**config.mk**
```make
export PLATFORM = sky130hd
export DESIGN_NAME = fft_ram_frame_writer
export DESIGN_NICKNAME = d
export VERILOG_FILES = /design/src/rtl/fft_ram_frame_writer.sv
export SDC_FILE = /design/constraint.sdc
export NUM_CORES = 1
export LEC_CHECK = 0
export BUFFER_PORTS_ARGS = -buffer_cell sky130_fd_sc_hd__buf_2
export CAP_MARGIN = 20
export CORE_ASPECT_RATIO = 2
export CORE_UTILIZATION = 51
export DETAILED_ROUTE_END_ITERATION = 10
export PLACE_DENSITY = 0.79
export SLEW_MARGIN = 5
export SYNTH_ARGS = -nofsm -noshare
export SYNTH_HDL_FRONTEND = slang
export SYNTH_SLANG_ARGS = --single-unit
```
**constraint.sdc**
```tcl
create_clock -name wr_clk -period 3 [get_ports wr_clk]
set_input_delay 0.45 -clock wr_clk [delete_from_list [all_inputs] [get_ports wr_clk]]
set_output_delay 0.45 -clock wr_clk [all_outputs]
set_load 0.005 [all_outputs]
```
**src/rtl/fft_ram_frame_writer.sv**
```systemverilog
// rtl/fft_ram_frame_writer.sv - write-side frame capture controller for the FFT spectrum RAM
module fft_ram_frame_writer #(
  parameter int ADDR_WIDTH = 10,
  parameter int DATA_WIDTH = 32,
  parameter int FRAME_LEN  = 1024,
  parameter int BIT_REV    = 0,
  parameter int AUTO_REARM = 1
) (
  input  logic                  wr_clk,
  input  logic                  tb_wr_rst,
  input  logic                  arm,
  input  logic                  s_valid,
  output logic                  s_ready,
  input  logic [DATA_WIDTH-1:0] s_data,
  input  logic                  s_sof,
  input  logic                  s_eof,
  output logic                  wr_en,
  output logic [ADDR_WIDTH-1:0] wr_addr,
  output logic [DATA_WIDTH-1:0] wr_data,
  output logic                  frame_done,
  output logic                  buf_full,
  input  logic                  rd_release_tgl,
  output logic                  frame_err,
  output logic [15:0]           frame_cnt
);

  typedef enum logic [1:0] {ST_IDLE, ST_ARMED, ST_WRITE, ST_FULL} state_t;

  localparam logic [ADDR_WIDTH-1:0] LAST_IDX = ADDR_WIDTH'(FRAME_LEN - 1);

  state_t                  r_state;
  logic [ADDR_WIDTH-1:0]   r_idx;
  logic [2:0]              r_rel_sync;
  logic                    r_rel_pend;
  logic                    r_done_pend;
  logic                    r_wr_en;
  logic [ADDR_WIDTH-1:0]   r_wr_addr;
  logic [DATA_WIDTH-1:0]   r_wr_data;
  logic                    r_frame_done;
  logic                    r_buf_full;
  logic                    r_frame_err;
  logic [15:0]             r_frame_cnt;

  logic                    w_accept;
  logic                    w_rel_edge;
  logic [ADDR_WIDTH-1:0]   w_idx_eff;
  logic [ADDR_WIDTH-1:0]   w_wr_addr;

  // Ready is a pure decode of the state register; no path from s_valid.
  assign s_ready    = (r_state == ST_ARMED) || (r_state == ST_WRITE);
  assign w_accept   = s_valid & s_ready;
  // Bits [1] and [2] are the second and third synchronizer stages.
  assign w_rel_edge = r_rel_sync[1] ^ r_rel_sync[2];

  // Beat index for the current beat (sof always restarts at 0) and its RAM address.
  always_comb begin
    w_idx_eff = s_sof ? '0 : r_idx;
    w_wr_addr = w_idx_eff;
    if (BIT_REV != 0) begin
      for (int i = 0; i < ADDR_WIDTH; i++) begin
        w_wr_addr[i] = w_idx_eff[ADDR_WIDTH-1-i];
      end
    end
  end

  // Frame capture FSM, registered write port, completion pulse and release handshake.
  always_ff @(posedge wr_clk or posedge tb_wr_rst) begin
    if (tb_wr_rst) begin
      r_state      <= ST_IDLE;
      r_idx        <= '0;
      r_rel_sync   <= '0;
      r_rel_pend   <= 1'b0;
      r_done_pend  <= 1'b0;
      r_wr_en      <= 1'b0;
      r_wr_addr    <= '0;
      r_wr_data    <= '0;
      r_frame_done <= 1'b0;
      r_buf_full   <= 1'b0;
      r_frame_err  <= 1'b0;
      r_frame_cnt  <= '0;
    end else begin
      r_rel_sync   <= {r_rel_sync[1:0], rd_release_tgl};
      r_wr_en      <= 1'b0;
      r_frame_done <= r_done_pend;
      r_done_pend  <= 1'b0;
      // The last RAM write happened one cycle ago; announce the frame now.
      if (r_done_pend) begin
        r_buf_full  <= 1'b1;
        r_frame_cnt <= r_frame_cnt + 16'd1;
      end

      case (r_state)
        ST_IDLE: begin
          if (arm) begin
            r_state     <= ST_ARMED;
            r_frame_err <= 1'b0;
          end
        end

        ST_ARMED, ST_WRITE: begin
          // In ARMED only a start-of-frame beat is kept; anything else is dropped.
          if (w_accept && (s_sof || (r_state == ST_WRITE))) begin
            r_wr_en   <= 1'b1;
            r_wr_addr <= w_wr_addr;
            r_wr_data <= s_data;
            if (s_sof && (r_state == ST_WRITE)) begin
              r_frame_err <= 1'b1;
            end
            if (w_idx_eff == LAST_IDX) begin
              r_state     <= ST_FULL;
              r_done_pend <= 1'b1;
              if (!s_eof) begin
                r_frame_err <= 1'b1;
              end
            end else if (s_eof) begin
              r_frame_err <= 1'b1;
              r_state     <= ST_ARMED;
            end else begin
              r_idx   <= w_idx_eff + ADDR_WIDTH'(1);
              r_state <= ST_WRITE;
            end
          end
        end

        ST_FULL: begin
          // A release that lands before buf_full is up is remembered, so the
          // reader always sees buf_full high for at least one cycle.
          if (r_buf_full && (w_rel_edge || r_rel_pend)) begin
            r_buf_full <= 1'b0;
            r_rel_pend <= 1'b0;
            r_state    <= (AUTO_REARM != 0) ? ST_ARMED : ST_IDLE;
          end else if (w_rel_edge) begin
            r_rel_pend <= 1'b1;
          end
        end

        default: r_state <= ST_IDLE;
      endcase
    end
  end

  assign wr_en      = r_wr_en;
  assign wr_addr    = r_wr_addr;
  assign wr_data    = r_wr_data;
  assign frame_done = r_frame_done;
  assign buf_full   = r_buf_full;
  assign frame_err  = r_frame_err;
  assign frame_cnt  = r_frame_cnt;

endmodule
```
Yosys cells after proc, flatten, opt, wreduce, memory -nomap -nowiden
Index checks and enable logic that the tools add are counted. W data, S select, Z words.

Bitwise gates (word level): 4. Add/sub/neg operators: 2. Equal/unequal tests: 7. Reduce and logical (&&, ||, !) cells: 15. Multiplexer cells: 24.

Operator list (count): $add A16 B1 Y16 const B (1); $mux W1 (16); $add A10 B1 Y10 const B (1); $eq A10 B10 Y1 const B (1); $mux W10 (1); $mux W2 (5); $ne A2 B2 Y1 const B (3); $pmux W2 S3 (1); $reduce_and A3 Y1 (2); $eq A2 B2 Y1 const B (2); $reduce_and A2 Y1 (2); $reduce_and A4 Y1 (1); $reduce_bool A2 Y1 (2); $logic_and A1 B1 Y1 (3); $logic_or A1 B1 Y1 (3); $eq A2 B1 Y1 const B (1); $logic_not A2 Y1 (1); $not A1 Y1 (2); $pmux W1 S2 (1); $reduce_or A2 Y1 (1); $and A1 B1 Y1 (1); $xor A1 B1 Y1 (1).

Bits in registers: 79. Output and inout port bits: 63.

Longest topological paths before layout
Depth after elaboration: 7. Mapped depth: 8.

Worst setup path before layout
No wires, ideal clock.

Path type: input to register. From: input port s_sof. To: register r_idx[1]. Path slack: 950 ps. Cell stages on the path: 8. Data required time: 2875 ps. Arrival time: 1925 ps. Setup time: 125 ps. Path through: buf_2 > nor2b_1 > ha_1 > nand4_1 > nor4_1 > buf_4 > nor2_2 > mux2_4.

Cells in the longest elaborated chain, start to end: 4. Elaborated cells between the ends (all ways): 7.

Ends and longest elaborated chain: start: declaration (line 15) `input logic s_sof,`; $mux W10 * (line 57) `w_idx_eff = s_sof ? '0 : r_idx;`; named net w_idx_eff[1] (line 46) `logic [ADDR_WIDTH-1:0] w_idx_eff;`; parallel branches: the longest is 3 deep, another holds $add A10 B1 Y10; end signal: assignment (line 119) `r_idx <= w_idx_eff + ADDR_WIDTH'(1);`; end: declaration (line 32) `logic [ADDR_WIDTH-1:0] r_idx;`.

Mark *: on every way through the listed nets, which the timed path passes. A chain may end at the register's enable or synchronous reset.

Worst setup path in the final report
From: register r_state[1]. To: register r_idx[0].

Cells in the longest elaborated chain, start to end: 5. Elaborated cells between the ends (all ways): 8.

Ends and longest elaborated chain: start: declaration (line 31) `state_t r_state;`; start signal: assignment (line 131) `r_state <= (AUTO_REARM != 0) ? ST_ARMED : ST_IDLE;`; $eq A2 B1 Y1 / $eq A2 B2 Y1 (equally long branches) (line 50, 92, 102); $logic_or A1 B1 Y1 (line 50) `assign s_ready = (r_state == ST_ARMED) || (r_state == ST_WRITE);`; $and A1 B1 Y1 (line 51) `assign w_accept = s_valid & s_ready;`; $logic_and A1 B1 Y1 (line 102) `if (w_accept && (s_sof || (r_state == ST_WRITE))) begin`; $reduce_and A4 Y1 (no source line) *.

Mark *: on every way between the ends. The rest lies on a longest branch, timed or not.

==> impl_metrics.tcl <==
set metrics [dict create \
    antenna_found_initial 0 \
    p_leak_nw 2.242 \
    firstDrtPassIters 4 \
    core-area_um2 6310 \
    numClockSinks 79 \
    r2r_cells 6 \
    grt_pass1_vias 2629 \
    floorplan.initialDensity 0.5324 \
    path_delay_family "compound AO/OA/AOI/OAI gates" \
    drv_slew 0 \
    critical_path_class "reg2reg" \
    synthArstFlopShare 1.000 \
    post-route-drc-count 0 \
    relSlewSlack 0.6228 \
    path_cells "inv_1 -> ha_1 -> o211ai_4 -> nand2b_4 -> a311o_1 -> mux2_2" \
    cp.depth 6 \
    power.density_nw_per_um2 773.4 \
    drt.antenna.violating_nets 0 \
    route.detailed.wl_per_inst_um 13.48 \
    startpoint "r_state[1]" \
    ir_drop_mv 0.4751 \
    max_stage_delay_ns 0.41 \
    dp_cells 510 \
    viasPerCell 5.150 \
    multi_input_area_um2 1289 \
    grt_pass1_wl_um 11590 \
    drtIter0Drc 132 \
    rsz0062_at_grt "no" \
    rows 41 \
    layout-drive-gt1-share 0.2955 \
    fill_cells 509 \
    endpoint "r_idx[0]" \
    fin_crit_sh 0.7159 \
    synthToLayoutAreaGrowth_pct 25.81 \
    synth_edf_count 0 \
    fin_cells 526 \
    regToRegStartpoint "r_state[1]" \
    min_period_ns 2.148 \
    avgSynthCellArea_um2 10.06 \
    grtUsageTotal 0.2253 \
    end_kind "flip-flop" \
    ctsLongestPathBuffers 2 \
    r2r_end "r_idx[0]" \
    rrSetupSlack_ns 0.85 \
    seqCellArea_um2 1977 \
    wl_um 7090 \
    post_cts_buffers 0 \
    clk_pin_slew_ns 0.06 \
    syn-num-nets 378 \
    ys.flop_type "dfrtp_1" \
    dpl.hpwl_um 4981 \
    chipHeight_um 116.8 \
    fmax_mhz 465.6 \
    die_width_um 59.39 \
    path_buf_inv 1 \
    yosysWarningCount 0 \
    port_buffers 101 \
    cts_hold_buf 0 \
    h-tree-depth 3 \
    hold_path.class "in2async" \
    synth_area_um2 3359 \
    ys_seq_elements 79 \
    io_pins 102 \
    synthCells 334 \
    layout.cells.most_common_list "nand2_1 (116), buf_2 (101), dfrtp_1 (79)" \
    crit_required_ns 3.22 \
    cts_tree "built" \
    dieArea_um2 6936 \
    place_congestion 0.8198 \
    hold_viol_final 0 \
    yosysSeqAreaShare 0.5885 \
    grt_overflow_total 0 \
    worstMarginPinSlew_ns 0.5606 \
    cap_violations 0 \
    cts_resized 0 \
    cp.arrival_ns 2.36 \
    root_buffer "clkbuf_16" \
    vias 2709 \
    path_max_fanout 20 \
    setup_tns_ns 0 \
    numCtsBuffers 9 \
    mostFrequentLayoutCell "nand2_1" \
    setup_viol 0 \
    finalNetCount 479 \
    num_antenna_cells 0 \
    grt_max_degree 80 \
    run_status "finished, final reports clean" \
    clk_latency_ns 0.33 \
    crit_slowest_cell "a311o_1" \
    synth.distinct_cells 46 \
    fin_skew_ns 0.003152 \
    cp-start-kind "flip-flop" \
]
-- layer usage --
| layer | up-vias | routed length, um | GRT usage |
|---|---|---|---|
| met5 | - | 0 | 0 |
| met2 | 89 | 3937 | 0.3820 |
| met4 | 0 | 111 | 0.1556 |
| met1 | 1298 | 2704 | 0.2430 |
| met3 | 11 | 337 | 0.04835 |
| li1 | 1311 | - | - |
-- registers in the layout, indices dropped and copies added (netlist names) --
name / flops
frame_err: 1
buf_full: 1
frame_done: 1
r_idx: 10
r_rel_pend: 1
r_rel_sync: 3
frame_cnt: 16
wr_addr: 10
r_done_pend: 1
r_state: 2
wr_en: 1
wr_data: 32
-- worst min-delay path by stage --
stage	endpoint	start	slack, ns
2_1_floorplan	r_rel_sync[1]	r_rel_sync[0]	0.33
3_3_place_gp	r_rel_sync[1]	r_rel_sync[0]	0.33
3_5_place_dp	r_rel_sync[1]	r_rel_sync[0]	0.35
4_1_cts	wr_data[3]	tb_wr_rst	0.20
5_1_grt	r_rel_sync[0]	rd_release_tgl	0.21
6_report	frame_cnt[1]	tb_wr_rst	0.16
-- power breakdown --
part | leakage, nW | switching (W) | internal, W
sequential | 1.02 | 0.000167 | 0.00134
combinational | 1.10 | 0.000427 | 0.000373
clock | 0.124 | 0.000409 | 0.000555
-- logic make-up (layout without fill, tap and decap cells) --
logic type / after synthesis / in the layout / synth area share
DFF: 79 / 79 / 0.5885
muxes: 5 / 5 / 0.01787
buffers and inverters: 25 / 131 / 0.03054
adders and majority gates: 5 / 5 / 0.01862
AOI/OAI and AO/OA: 40 / 40 / 0.08418
xor gates and xnor gates: 17 / 17 / 0.04432
and+or+nand+nor: 163 / 163 / 0.2160
-- synthesized netlist by cell type, types with 2 or more instances --
library cell	n	area, um^2
clkbuf_1	10	37.54
mux2_2	4	45.04
nand2b_1	9	56.30
and3_1	2	12.51
buf_2	3	15.01
inv_1	9	33.78
a21oi_1	5	25.02
a41oi_1	2	17.52
nand4_1	7	43.79
nor2b_1	4	25.02
o21ai_0	8	40.04
nor4_1	3	18.77
nor2_1	6	22.52
o31ai_1	10	75.07
xor2_1	5	43.79
a31oi_1	2	12.51
ha_1	5	62.56
dfrtp_1	79	1977
nand2_1	116	435.4
xnor2_1	12	105.1
nor3_1	2	10.01
nand3_1	7	35.03
-- cell type report --
type	count	share of cell area
Timing Repair Buffer	105	0.1297
Sequential cell	79	0.4677
Multi-Input combinational cell	230	0.3049
Clock buffer	10	0.05417
Inverter	10	0.009177
Clock inverter	6	0.008881
Tap cell	86	0.02546
-- tightest hold or removal path, cell delays in order --
cell      delay [ns]
buf_2           0.10
clkinv_2        0.05
buf_12          0.30
-- through the flow --
step	utilization	setup WS (ns)	hold slack (ns)	power [W]	instance area, um^2
3_5_place_dp	0.6276	0.6682	0.3524	0.002331	3960
6_report	0.6698	0.8524	0.1591	0.003269	4227
5_1_grt	0.6698	0.7538	0.2063	0.003495	4227
3_3_place_gp	0.6276	0.7423	0.3321	0.002302	3960
2_1_floorplan	-	0.5266	0.3312	0.001939	3359
4_1_cts	0.6698	0.8585	0.2036	0.003308	4227
No activity file was read; power rests on OpenSTA's default activity.
